--- config.mk ---
export PLATFORM = sky130hd
export DESIGN_NAME = lot_occupancy_ctrl_flat
export DESIGN_NICKNAME = d
export VERILOG_FILES = /design/src/rtl/lot_pkg.sv /design/src/rtl/lot_occupancy_ctrl_if.sv /design/src/rtl/sensor_debounce.sv /design/src/rtl/lot_occupancy_ctrl.sv /design/src/flat_wrapper.sv
export SDC_FILE = /design/constraint.sdc
export NUM_CORES = 1
export LEC_CHECK = 0
export ABC_CLOCK_PERIOD_IN_PS = 2890
export CORE_ASPECT_RATIO = 1.25
export CORE_UTILIZATION = 40
export DETAILED_ROUTE_END_ITERATION = 12
export HOLD_SLACK_MARGIN = 0.03
export PLACE_DENSITY = 0.57
export SLEW_MARGIN = 30
export SYNTH_ARGS = -nofsm -noshare
export SYNTH_HDL_FRONTEND = slang
export SYNTH_HIERARCHICAL = 1
export SYNTH_SLANG_ARGS = --single-unit
--- constraint.sdc ---
create_clock -name clk -period 2.89 [get_ports clk]
set_input_delay 0.578 -clock clk [delete_from_list [all_inputs] [get_ports clk]]
set_output_delay 0.578 -clock clk [all_outputs]
set_load 0.01 [all_outputs]
--- src/rtl/lot_pkg.sv ---
// Shared types, widths and BCD helpers for the parking-lot occupancy controller.
package lot_pkg;

    localparam int BCD_W = 4;
    localparam int CNT_W = 10;

    localparam logic [BCD_W-1:0] DIG_FULL = 4'hF;
    localparam logic [BCD_W-1:0] DIG_OFF  = 4'h0;

    typedef enum logic [2:0] {
        IDLE = 3'd0,
        EN1  = 3'd1,
        EN2  = 3'd2,
        EN3  = 3'd3,
        EX1  = 3'd4,
        EX2  = 3'd5,
        EX3  = 3'd6
    } lot_state_t;

    typedef struct packed {
        logic [BCD_W-1:0] d2;
        logic [BCD_W-1:0] d1;
        logic [BCD_W-1:0] d0;
    } bcd3_t;

    // One BCD count step with ripple carry (up) or borrow (down) across three digits.
    function automatic bcd3_t bcd3_step(input bcd3_t v, input logic up);
        bcd3_t r;
        r = v;
        if (up) begin
            if (v.d0 != 4'd9) begin
                r.d0 = v.d0 + 4'd1;
            end else begin
                r.d0 = 4'd0;
                if (v.d1 != 4'd9) begin
                    r.d1 = v.d1 + 4'd1;
                end else begin
                    r.d1 = 4'd0;
                    r.d2 = v.d2 + 4'd1;
                end
            end
        end else begin
            if (v.d0 != 4'd0) begin
                r.d0 = v.d0 - 4'd1;
            end else begin
                r.d0 = 4'd9;
                if (v.d1 != 4'd0) begin
                    r.d1 = v.d1 - 4'd1;
                end else begin
                    r.d1 = 4'd9;
                    r.d2 = v.d2 - 4'd1;
                end
            end
        end
        return r;
    endfunction

    function automatic logic [3:0] blank_mask(input bcd3_t v, input logic is_full);
        return {!is_full, v.d2 == 4'd0, (v.d2 == 4'd0) && (v.d1 == 4'd0), 1'b0};
    endfunction

endpackage

--- src/rtl/lot_occupancy_ctrl_if.sv ---
// Sensor inputs and display/status outputs of the occupancy controller.
interface lot_occupancy_ctrl_if;
    import lot_pkg::*;

    logic             a;
    logic             b;
    logic [BCD_W-1:0] dig0;
    logic [BCD_W-1:0] dig1;
    logic [BCD_W-1:0] dig2;
    logic [BCD_W-1:0] dig3;
    logic [3:0]       blank;
    logic             full;
    logic             empty;
    logic             enter_tick;
    logic             exit_tick;
    logic             reject;

    modport master (
        output a, b,
        input  dig0, dig1, dig2, dig3, blank, full, empty, enter_tick, exit_tick, reject
    );

    modport slave (
        input  a, b,
        output dig0, dig1, dig2, dig3, blank, full, empty, enter_tick, exit_tick, reject
    );

endinterface

--- src/rtl/sensor_debounce.sv ---
// Two-flop synchronizer followed by a stable-sample debouncer for one gate sensor.
module sensor_debounce #(
    parameter int DB_CYCLES = 500000
) (
    input  logic clk,
    input  logic reset,
    input  logic din,
    output logic dout
);

    localparam int             CW   = $clog2(DB_CYCLES);
    localparam logic [CW-1:0]  LAST = CW'(DB_CYCLES - 1);

    logic          sync1;
    logic          sync2;
    logic [CW-1:0] cnt;

    // NOTE: sequential state uses non-blocking assignments so every flop samples pre-edge values.
    always_ff @(posedge clk) begin
        if (!reset) begin
            sync1 <= 1'b0;
            sync2 <= 1'b0;
            cnt   <= '0;
            dout  <= 1'b0;
        end else begin
            sync1 <= din;
            sync2 <= sync1;
            // The DB_CYCLES-th consecutive differing sample is the one that flips the level.
            if (sync2 == dout) begin
                cnt <= '0;
            end else if (cnt == LAST) begin
                dout <= sync2;
                cnt  <= '0;
            end else begin
                cnt <= cnt + CW'(1);
            end
        end
    end

endmodule

--- src/rtl/lot_occupancy_ctrl.sv ---
// Gate-sensor passage decoder with a saturating 3-digit BCD occupancy count for the meter display.
module lot_occupancy_ctrl
    import lot_pkg::*;
#(
    parameter int CAPACITY  = 250,
    parameter int DB_CYCLES = 500000
) (
    input  logic                 clk,
    input  logic                 reset,
    lot_occupancy_ctrl_if.slave  bus
);

    localparam logic [2:0] ST_IDLE = 3'(IDLE);
    localparam logic [2:0] ST_EN1  = 3'(EN1);
    localparam logic [2:0] ST_EN2  = 3'(EN2);
    localparam logic [2:0] ST_EN3  = 3'(EN3);
    localparam logic [2:0] ST_EX1  = 3'(EX1);
    localparam logic [2:0] ST_EX2  = 3'(EX2);
    localparam logic [2:0] ST_EX3  = 3'(EX3);

    localparam logic [CNT_W-1:0] CAP = CNT_W'(CAPACITY);

    logic a_clean;
    logic b_clean;

    sensor_debounce #(.DB_CYCLES(DB_CYCLES)) u_db_a (
        .clk   (clk),
        .reset (reset),
        .din   (bus.a),
        .dout  (a_clean)
    );

    sensor_debounce #(.DB_CYCLES(DB_CYCLES)) u_db_b (
        .clk   (clk),
        .reset (reset),
        .din   (bus.b),
        .dout  (b_clean)
    );

    logic [1:0] ab;
    logic [2:0] state;
    logic [2:0] state_nx;
    logic       enter_evt;
    logic       exit_evt;

    assign ab = {a_clean, b_clean};

    // NOTE: every output of this block is assigned a default first, so no latch is inferred.
    always_comb begin
        state_nx  = state;
        enter_evt = 1'b0;
        exit_evt  = 1'b0;
        case (state)
            ST_IDLE: begin
                if (ab == 2'b10)      state_nx = ST_EN1;
                else if (ab == 2'b01) state_nx = ST_EX1;
            end
            ST_EN1: begin
                if (ab == 2'b11)      state_nx = ST_EN2;
                else if (ab == 2'b00) state_nx = ST_IDLE;
            end
            ST_EN2: begin
                if (ab == 2'b01)      state_nx = ST_EN3;
                else if (ab == 2'b10) state_nx = ST_EN1;
            end
            ST_EN3: begin
                if (ab == 2'b00) begin
                    state_nx  = ST_IDLE;
                    enter_evt = 1'b1;
                end else if (ab == 2'b11) begin
                    state_nx  = ST_EN2;
                end
            end
            ST_EX1: begin
                if (ab == 2'b11)      state_nx = ST_EX2;
                else if (ab == 2'b00) state_nx = ST_IDLE;
            end
            ST_EX2: begin
                if (ab == 2'b10)      state_nx = ST_EX3;
                else if (ab == 2'b01) state_nx = ST_EX1;
            end
            ST_EX3: begin
                if (ab == 2'b00) begin
                    state_nx = ST_IDLE;
                    exit_evt = 1'b1;
                end else if (ab == 2'b11) begin
                    state_nx = ST_EX2;
                end
            end
            default: state_nx = ST_IDLE;
        endcase
    end

    logic [CNT_W-1:0] cnt;
    logic [CNT_W-1:0] cnt_nx;
    bcd3_t            bcd;
    bcd3_t            bcd_nx;
    logic             inc;
    logic             dec;
    logic             rej;
    logic             full_nx;

    // Binary and BCD copies move together; the binary one makes the saturation compares cheap.
    always_comb begin
        inc     = enter_evt && (cnt != CAP);
        dec     = exit_evt && (cnt != '0);
        rej     = (enter_evt || exit_evt) && !inc && !dec;
        cnt_nx  = cnt;
        bcd_nx  = bcd;
        if (inc) begin
            cnt_nx = cnt + CNT_W'(1);
            bcd_nx = bcd3_step(bcd, 1'b1);
        end else if (dec) begin
            cnt_nx = cnt - CNT_W'(1);
            bcd_nx = bcd3_step(bcd, 1'b0);
        end
        full_nx = (cnt_nx == CAP);
    end

    logic             enter_q;
    logic             exit_q;
    logic             reject_q;
    logic             full_q;
    logic             empty_q;
    logic [BCD_W-1:0] dig3_q;
    logic [3:0]       blank_q;

    always_ff @(posedge clk) begin
        if (!reset) begin
            state    <= ST_IDLE;
            cnt      <= '0;
            bcd      <= '0;
            enter_q  <= 1'b0;
            exit_q   <= 1'b0;
            reject_q <= 1'b0;
            full_q   <= 1'b0;
            empty_q  <= 1'b1;
            dig3_q   <= DIG_OFF;
            blank_q  <= 4'b1110;
        end else begin
            state    <= state_nx;
            cnt      <= cnt_nx;
            bcd      <= bcd_nx;
            enter_q  <= inc;
            exit_q   <= dec;
            reject_q <= rej;
            full_q   <= full_nx;
            empty_q  <= (cnt_nx == '0);
            dig3_q   <= full_nx ? DIG_FULL : DIG_OFF;
            blank_q  <= blank_mask(bcd_nx, full_nx);
        end
    end

    assign bus.dig0       = bcd.d0;
    assign bus.dig1       = bcd.d1;
    assign bus.dig2       = bcd.d2;
    assign bus.dig3       = dig3_q;
    assign bus.blank      = blank_q;
    assign bus.full       = full_q;
    assign bus.empty      = empty_q;
    assign bus.enter_tick = enter_q;
    assign bus.exit_tick  = exit_q;
    assign bus.reject     = reject_q;

endmodule
--- src/flat_wrapper.sv ---
// flat-port wrapper written by rule: the top's interface ports become plain ports
module lot_occupancy_ctrl_flat import lot_pkg::*;
#(
    parameter int CAPACITY  = 250,
    parameter int DB_CYCLES = 500000
)
  (clk, reset, bus_a, bus_b, bus_dig0, bus_dig1, bus_dig2, bus_dig3, bus_blank, bus_full, bus_empty, bus_enter_tick, bus_exit_tick, bus_reject);
  lot_occupancy_ctrl_if bus_i ();
  input  logic clk;
  input  logic reset;
  input wire logic [$bits(bus_i.a)-1:0] bus_a;
  input wire logic [$bits(bus_i.b)-1:0] bus_b;
  output wire logic [$bits(bus_i.dig0)-1:0] bus_dig0;
  output wire logic [$bits(bus_i.dig1)-1:0] bus_dig1;
  output wire logic [$bits(bus_i.dig2)-1:0] bus_dig2;
  output wire logic [$bits(bus_i.dig3)-1:0] bus_dig3;
  output wire logic [$bits(bus_i.blank)-1:0] bus_blank;
  output wire logic [$bits(bus_i.full)-1:0] bus_full;
  output wire logic [$bits(bus_i.empty)-1:0] bus_empty;
  output wire logic [$bits(bus_i.enter_tick)-1:0] bus_enter_tick;
  output wire logic [$bits(bus_i.exit_tick)-1:0] bus_exit_tick;
  output wire logic [$bits(bus_i.reject)-1:0] bus_reject;
  assign bus_i.a = bus_a;
  assign bus_i.b = bus_b;
  assign bus_dig0 = bus_i.dig0;
  assign bus_dig1 = bus_i.dig1;
  assign bus_dig2 = bus_i.dig2;
  assign bus_dig3 = bus_i.dig3;
  assign bus_blank = bus_i.blank;
  assign bus_full = bus_i.full;
  assign bus_empty = bus_i.empty;
  assign bus_enter_tick = bus_i.enter_tick;
  assign bus_exit_tick = bus_i.exit_tick;
  assign bus_reject = bus_i.reject;
  lot_occupancy_ctrl #(.CAPACITY(CAPACITY), .DB_CYCLES(DB_CYCLES)) u_core (.clk(clk), .reset(reset), .bus(bus_i));
endmodule
### Yosys cells after proc, flatten, opt, wreduce, memory -nomap -nowiden

Cells that the tools add are included.

| storage, ports and cells | value |
|---|---|
| register bits after elaboration | 82 |

| cells by class | value |
|---|---|
| mux-type cells | 29 |
| add/subtract/negate cells | 10 |
| bitwise gates (word level) | 3 |
| reduce and logical (&&, ||, !) cells | 23 |
| equal/unequal tests | 20 |

Operators with widths:

| kind | number |
|---|---|
| adder 19 x 1 -> 19 bit (second input constant) | 2 |
| equality test 19 bit (second input constant) | 2 |
| two-way mux 3 bit | 12 |
| two-way mux 4 bit | 7 |
| two-way mux 12 bit | 2 |
| one-hot mux 3 bit (7 select lines) | 1 |
| two-way mux 10 bit | 2 |
| two-way mux 8 bit | 2 |
| adder 4 x 1 -> 4 bit (second input constant) | 3 |
| subtractor 4 x 1 -> 4 bit (second input constant) | 3 |
| adder 10 x 1 -> 10 bit (second input constant) | 1 |
| equality test 10 x 8 -> 1 bit (second input constant) | 1 |
| logical NOT 10 bit | 1 |
| inequality test 10 x 8 -> 1 bit (second input constant) | 1 |
| nonzero test 10 bit | 1 |
| subtractor 10 x 1 -> 10 bit (second input constant) | 1 |
| equality test 3 bit (second input constant) | 3 |
| inequality test 3 x 1 -> 1 bit (second input constant) | 3 |
| logical NOT 4 bit | 2 |
| inequality test 4 bit (second input constant) | 2 |
| nonzero test 4 bit | 2 |
| equality test 3 x 2 -> 1 bit (second input constant) | 2 |
| OR reduction 3 bit | 2 |
| logical AND 1 bit | 5 |
| other kinds (13) | 22 |

### Logic depth before layout (Yosys ltp)

Gate-level depths: netlist of run 1.

| logic depth | value |
|---|---|
| depth after elaboration | 8 |
| gate-level depth with buffers | 12 |

### Hierarchy

Netlist of run 1, hierarchy kept.

By module, submodules not included:

| module | area an instance (µm²) | cells an instance | instances | sequential area each (µm²) |
|---|---|---|---|---|
| lot_occupancy_ctrl | 2199.6 | 275 | 1 | 660.6 |
| sensor_debounce | 987.2 | 109 | 2 | 440.4 |

### Worst setup path after synthesis of run 1

OpenSTA, ideal clock, no wires.

| timing | value |
|---|---|
| path kind | flip-flop to flip-flop |
| start | register u_core.cnt[0] |
| end | register u_core.blank_q[3] (netlist: u_core/bus.blank[3]) |
| clock period less this slack | 2.769 ns |
| setup time | 0.134 ns |
| cell stages (with the launch flop) | 10 |
| data arrival time | 2.635 ns |
| slack | 0.121 ns |
| buffers on the path | 1 |
| cells stage by stage | dfxtp_1 clkbuf_1 inv_1 ha_1 or4b_4 o31a_4 a22o_4 nor4b_2 o211ai_1 or4_1 |

| on the way | value |
|---|---|
| cells in the longest elaborated chain, start to end | 6 |

Ends and longest elaborated chain:

| what | RTL line | source |
|---|---|---|
| start, declared | lot_occupancy_ctrl.sv:94 | `logic [CNT_W-1:0] cnt;` |
| start signal, assigned | lot_occupancy_ctrl.sv:142 | `cnt <= cnt_nx;` |
| parallel branches: the longest is 3 deep, another holds subtractor 10 x 1 -> 10 bit | n/a |  |
| two-way mux 10 bit (*) | lot_occupancy_ctrl.sv:110 | `if (inc) begin` |
| equality test 10 x 8 -> 1 bit (*) | lot_occupancy_ctrl.sv:117 | `full_nx = (cnt_nx == CAP);` |
| logical NOT 1 bit (*) | lot_pkg.sv:59 | `return {!is_full, v.d2 == 4'd0, (v.d2 == 4'd0) && (v.d1 == 4'd0), 1'b0};` |
| end signal, assigned | lot_occupancy_ctrl.sv:150 | `blank_q <= blank_mask(bcd_nx, full_nx);` |
| end, declared | lot_occupancy_ctrl.sv:126 | `logic [3:0] blank_q;` |

Every way passes the cells marked *.
A chain may end at the register's enable or synchronous reset.

### Worst setup path after layout of run 1

Same ends and word-level chain as after synthesis.

==> summary.txt, run 1 <==
Placement
  • Post-DP HPWL: 6.302 mm
  • Routability cong.: 0.8294
  • IO buf count: 27

GRT
  • Largest net degree at the start of global routing: 19
  • GRT Max-Usage Layer: met2
  • Number of global-route vias before repair: 3382
  • Initial antenna violation count: 0
  • GR met3 Demand/Resource: 4.232%
  • Total GRT Usage: 17.82%
  • Met1 Use GR: 20.96%
  • Met2 Resource Use GR: 30.29%
  • GR Overflow Total: 0
  • Global-route wire length before repair: 15.29 mm

CTS
  • Clk buf depth: 2
  • Clock transition at path regs: 60 ps
  • CTS tree: built
  • H-tree Lvls: 3
  • Clk sinks: 77
  • Root buffer cell: clkbuf_16
  • Clock network latency to the later pin of the worst-skew pair: 340 ps
  • Num CTS Buffers: 9

Worst setup path
  • Setup crit start kind: flop
  • WS Path Type: reg -> reg
  • CP max FO: 9
  • Crit end category: flop
  • Critical path arrival: 2950 ps
  • CP required: 3100 ps

STA
  • Setup TNS: 0 ps
  • Worst clock skew: 6.928 ps
  • Post-route minimum period: 2747 ps
  • Final Max Slew Viols: 0
  • RSZ-0062 raised after global routing: false
  • Worst slew margin: 59.17%
  • Final setup violation count: 0
  • Tightest Pin Transition: 611.6 ps
  • Ratio of final minimum period to clock period: 95.06%
  • FMAX: 364.0 MHz
  • Final hold vios: 0

Logic synthesis
  • Top-area cell type share of the netlist area: 36.93%
  • Count of cell types in the netlist: 62
  • Sequential area share after synthesis: 36.93%
  • Net Count, Synth: 509
  • Ys Warns: 6
  • #FFs+latches synth: 77
  • Post-synth top area cell: dfxtp_1
  • Ys flop type: dfxtp_1
  • Async set-reset flop share out of synthesis: 0%
  • Ranking of synthesized cells by area: dfxtp_1 (37%), xnor2_1 (6.1%), nor2_1 (5.3%), nand2_1 (3.7%), ha_1 (3.6%)
  • Syn_area_per_cell: 8.467 um^2
  • Most frequent cells after synthesis: dfxtp_1 (77), nor2_1 (59), nand2_1 (41)
  • Synth Cell Area: 0.004174 mm^2
  • Mapped Cells: 493
  • Most numerous cell in the Yosys netlist: dfxtp_1
  • Post-synth EDFFs: 0

Detailed routing
  • DR WL/cell: 13.60 um
  • DRC viols: 0
  • Detailed Route WL: 8.897 mm
  • Via/cell ratio: 5.505
  • Final ANT Viol Nets: 0
  • 1st-iter DRT viols: 95
  • TritonRoute pass-1 iters: 7
  • Via count: 3600

Power and ir drop
  • Maximum VDD drop: 310.2 uV
  • P_int: 1.891 mW
  • P_leak: 1.649 nW
  • Pwr/cell area: 476.7 mW/mm^2
  • Switching share of total power: 19.36%
  • Combinational share of power: 2.1%
  • P_sw: 0.4538 mW
  • Clock power frac: 52.1%
  • Power share of the sequential group: 45.8%

Final layout
  • ANT cells: 0
  • Fin util: 48.67%
  • Area growth, synth to finish: 17.84%
  • Final #Nets: 536
  • Layout cells sized above 1: 10.10%

Die
  • Die footprint: 0.01085 mm^2
  • Die width: 93.37 um
  • Initial core utilization: 41.30%
  • Standard-cell rows: 41
  • Die Ht: 116.2 um
  • Core box area: 0.01011 mm^2
  • I/O Pins: 29

Run status
  • Status: completed

Min path
  • Hold Path Class: reg -> reg

Flow run
  • Number of max-cap violations: 0
[final timing paths]
check | cells past startpoint | slack, ps | end | startpoint
setup / recovery | 8 | 140 | u_core/bus.blank[3]$_SDFF_PN1_ | u_core/cnt[0]$_SDFF_PN0_
hold / removal | 1 | 440 | u_core/u_db_b/sync2$_SDFF_PN0_ | u_core/u_db_b/sync1$_SDFF_PN0_
setup reg to reg | 8 | 140 | u_core/bus.blank[3]$_SDFF_PN1_ | u_core/cnt[0]$_SDFF_PN0_
hold reg to reg | 1 | 440 | u_core/u_db_b/sync2$_SDFF_PN0_ | u_core/u_db_b/sync1$_SDFF_PN0_
[worst max-delay path, stage by stage (launching register included)]
cell	delay, ps
dfxtp_1	310
inv_1	130
ha_1	170
or4b_4	480
o31a_4	350
a22o_4	280
nor4b_2	220
o211ai_1	150
or4_1	530
[power groups by stage]
stage / sequential (mW) / combinational, mW / clock [mW]
finish: 1.07 / 0.0482 / 1.22
global route: 1.08 / 0.0537 / 1.31
CTS: 1.07 / 0.0495 / 1.26
detailed placement: 1.10 / 0.0493 / 0
global placement: 1.10 / 0.0493 / 0
floorplan: 1.10 / 0.0273 / 0
[layer usage]
| layer | vias up | routed length (um) |
|---|---|---|
| li1 | 1811 | - |
| met1 | 1713 | 3944 |
| met2 | 59 | 4483 |
| met3 | 17 | 283 |
| met4 | 0 | 186 |
| met5 | - | 0 |
[kinds of logic (layout without fill, tap and decap cells)]
group | after synthesis | after routing | synth area share [%]
other cells | 1 | 1 | 0.08984
simple gates | 233 | 233 | 30.28
mux | 8 | 8 | 1.919
flops | 77 | 77 | 36.93
fa+ha+maj | 12 | 12 | 3.597
xor+xnor | 44 | 44 | 9.233
compound gates | 72 | 72 | 12.68
buf+inv | 46 | 78 | 5.276
[registers in the layout, summed over array words and instances (netlist names), 3 cells and up]
name and count:
u_core/u_db_a/cnt 19, u_core/u_db_b/cnt 19, u_core/cnt 10, u_core/bus.dig0 4, u_core/bus.dig1 4, u_core/bus.dig2 4
u_core/bus.blank 3, u_core/state 3
[placed cells by master (no fill, tap or decap), types with 4 or more instances in the layout]
cell type,netlist,routed
clkbuf_16,0,9
xor2_1,15,15
ha_1,12,11
or3_1,5,5
clkdlybuf4s50_1,0,27
nor4_1,9,8
nand3_1,28,28
nor3b_1,4,4
and4_1,5,5
nor2_1,59,59
xnor2_1,29,29
or4_1,8,8
nand4_1,16,16
o21ai_0,15,15
dfxtp_1,77,76
inv_1,20,20
buf_4,5,14
o31ai_1,6,6
and2_1,13,13
nor3_1,19,18
a21oi_1,18,18
mux2i_1,8,8
nand2_1,41,41
[timing repair]
action                     in CTS  in global routing
gates resized for setup         0                  6
hold buffers                    0                  0
buffers inserted                0                  1
setup endpoints to repair       0                  3
[cell type report]
class | instances | area [um^2]
Fill cell | 951 | 5187
Multi-Input combinational cell | 370 | 2434
Sequential cell | 77 | 1543
Timing Repair Buffer | 41 | 375.4
Clock buffer | 12 | 256.5
Tap cell | 129 | 161.4
Inverter | 21 | 78.83
Clock inverter | 4 | 70.07
[stage by stage]
stage          cells  area [um^2]  power (mW)  hold WS (ps)  setup slack (ps)
2_1_floorplan    493         4174       1.126         411.8             121.1
3_3_place_gp     637         4562       1.147         421.6             149.2
3_5_place_dp     637         4562       1.147         427.3             113.2
4_1_cts          653         4888       2.383         444.3             92.28
5_1_grt          654         4918       2.436         450.5             2.073
6_report         654         4918       2.345         440.7             142.8
Note: power is estimated with default switching activity, not from simulation.
==> run 2, diff against run 1 <==
==> constraint.sdc (replaced) <==
create_clock -name clk -period 2.89 [get_ports clk]
set_input_delay 0.867 -clock clk [delete_from_list [all_inputs] [get_ports clk]]
set_output_delay 0.867 -clock clk [all_outputs]
set_load 0.01 [all_outputs]
==> summary.txt, run 2 (synthesis gave the netlist of run 1 again) <==
Power and ir drop
  • Maximum VDD drop: 316.0 uV (was 310.2 uV)
  • Final Power: 2.497 mW (was 2.345 mW)
  • Clock power frac: 54.9% (was 52.1%)
  • Combinational share of power: 2.0% (was 2.1%)
  • P_sw: 0.4767 mW (was 0.4538 mW)
  • Power share of the sequential group: 43.0% (was 45.8%)
  • P_int: 2.020 mW (was 1.891 mW)
  • Switching share of total power: 19.09% (was 19.36%)
  • Pwr/cell area: 500.6 mW/mm^2 (was 476.7 mW/mm^2)
  • P_leak: 1.685 nW (was 1.649 nW)

STA
  • Worst clock skew: 6.681 ps (was 6.928 ps)
  • Hold_ws: 437.8 ps (was 440.7 ps)
  • Ratio of final minimum period to clock period: 96.11% (was 95.06%)
  • Final Max Slew Viols: 0 (unchanged)
  • Setup TNS: 0 ps (unchanged)
  • RSZ-0062 raised after global routing: false (unchanged)
  • Final hold vios: 0 (unchanged)
  • Tightest Pin Transition: 620.0 ps (was 611.6 ps)
  • FMAX: 360.0 MHz (was 364.0 MHz)
  • Post-route minimum period: 2778 ps (was 2747 ps)
  • Final setup violation count: 0 (unchanged)
  • Worst slew margin: 58.61% (was 59.17%)

Detailed routing
  • 1st-iter DRT viols: 159 (was 95)
  • DRC viols: 0 (unchanged)
  • DR WL/cell: 13.73 um (was 13.60 um)
  • Via count: 3551 (was 3600)
  • Via/cell ratio: 5.397 (was 5.505)
  • TritonRoute pass-1 iters: 5 (was 7)
  • Detailed Route WL: 9.034 mm (was 8.897 mm)
  • Final ANT Viol Nets: 0 (unchanged)

GRT
  • Largest net degree at the start of global routing: 19 (unchanged)
  • Initial antenna violation count: 0 (unchanged)
  • GR Overflow Total: 0 (unchanged)
  • Total GRT Usage: 17.67% (was 17.82%)
  • Global-route wire length before repair: 15.22 mm (was 15.29 mm)
  • Number of global-route vias before repair: 3399 (was 3382)

Worst setup path
  • Delay-heaviest family, CP: simple AND/OR/NAND/NOR gates (unchanged)
  • CP bufs+invs: 1 (unchanged)
  • Worst-path cell chain: inv_2 -> ha_1 -> or4b_4 -> o31a_4 -> a22o_4 -> nor4b_2 -> o211ai_1 -> or4_1 (was inv_1 -> ha_1 -> or4b_4 -> o31a_4 -> a22o_4 -> nor4b_2 -> o211ai_1 -> or4_1)
  • CP max FO: 9 (unchanged)
  • CP max-delay cell: or4_1 (unchanged)
  • Worst stage delay on the critical path: 540 ps (was 530 ps)
  • Setup crit start kind: flop (unchanged)
  • WS Path Type: reg -> reg (unchanged)
  • Crit end category: flop (unchanged)
  • CP required: 3090 ps (was 3100 ps)
  • Critical path arrival: 2980 ps (was 2950 ps)

Die
  • Die footprint: 0.01085 mm^2 (unchanged)
  • Initial core utilization: 41.30% (unchanged)
  • Die width: 93.37 um (unchanged)
  • Standard-cell rows: 41 (unchanged)
  • Core box area: 0.01011 mm^2 (unchanged)
  • Die Ht: 116.2 um (unchanged)
  • I/O Pins: 29 (unchanged)

CTS
  • Clock network latency to the later pin of the worst-skew pair: 340 ps (about the same)
  • CTS tree: built (unchanged)
  • Clock transition at path regs: 60 ps (about the same)
  • Clk buf depth: 2 (unchanged)
  • H-tree Lvls: 3 (unchanged)
  • Num CTS Buffers: 9 (unchanged)
  • Root buffer cell: clkbuf_16 (unchanged)
  • Clk sinks: 77 (unchanged)

Final layout
  • Commonest non-fill, non-tap cell in the layout: dfxtp_1 (unchanged)
  • Fin util: 49.35% (was 48.67%)
  • Largest registers: u_core/u_db_a/cnt x19, u_core/u_db_b/cnt x19, u_core/cnt x10 (unchanged)
  • Area growth, synth to finish: 19.48% (was 17.84%)
  • Commonest non-fill, non-tap cells in the layout: dfxtp_1 (76), nor2_1 (59), nand2_1 (41), xnor2_1 (29), nand3_1 (28) (unchanged)
  • Layout cells sized above 1: 10.96% (was 10.10%)
  • ANT cells: 0 (unchanged)
  • Final #Nets: 540 (was 536)

Run status
  • Status: completed (unchanged)

Flow run
  • Number of max-cap violations: 0 (unchanged)

Min path
  • Hold Path Class: reg -> reg (unchanged)

Placement
  • Routability cong.: 0.8436 (was 0.8294)
  • Post-DP HPWL: 6.254 mm (was 6.302 mm)
  • IO buf count: 27 (unchanged)
run 2: changes by cell type in the layout (fill, tap and decap cells not counted), sizes merged:
cell      previous run  this run
bufinv               2         4
clkbuf              12         9
clkinvlp             0         1
buf                 14        18
run 2: routing by layer:
layer | part of all wire (%) | track usage, %
met3 | 3.4 | 3.516
met5 | 0 | 0
met4 | 2.2 | 8.718
met1 | 45 | 20.56
met2 | 49 | 30.93
run 2: path summary, 6_finish.rpt:
path	start	end	slack (ps)	depth (start not counted)
max	u_core/cnt[0]$_SDFF_PN0_	u_core/bus.blank[3]$_SDFF_PN1_	110	8
min	u_core/u_db_b/sync1$_SDFF_PN0_	u_core/u_db_b/sync2$_SDFF_PN0_	440	1
max reg2reg	u_core/cnt[0]$_SDFF_PN0_	u_core/bus.blank[3]$_SDFF_PN1_	110	8
min reg2reg	u_core/u_db_b/sync1$_SDFF_PN0_	u_core/u_db_b/sync2$_SDFF_PN0_	440	1
run 2: area by class of cell:
cell class                 instances  area (um^2)
clock buffer                       9        225.2
clock inverter                     7        137.6
fill                             933         5119
inverter                          21        78.83
multi-input combinational        370         2436
sequential                        77         1543
tap                              129        161.4
timing repair buffer              45        405.4
run 2: worst reg2reg max path, cell delays in order (launching register included):
cell	delay, ps
dfxtp_1	320
inv_2	90
ha_1	140
or4b_4	480
o31a_4	350
a22o_4	290
nor4b_2	280
o211ai_1	170
or4_1	540
run 2: power groups by stage:
stage,clock (mW),combinational (mW),sequential (mW)
after floorplan,0,0.0273,1.10
after global placement,0,0.0513,1.10
after detailed placement,0,0.0513,1.10
after CTS,1.40,0.0518,1.07
after global routing,1.44,0.0565,1.08
final,1.37,0.0507,1.07
run 2: repair_timing:
action / CTS / global route
setup endpoints to repair: 0 / 5
setup buffers: 0 / 3
hold buffers: 0 / 0
gates resized for setup: 0 / 7
run 2: per-stage QoR:
stage | setup WS [ps] | instances | instance area [um^2]
after floorplan | 121.1 | 493 | 4174
after global placement | 137.8 | 639 | 4577
after detailed placement | 61.38 | 639 | 4577
after CTS | 57.75 | 655 | 4940
after global routing | 15.52 | 658 | 4987
final | 112.3 | 658 | 4987
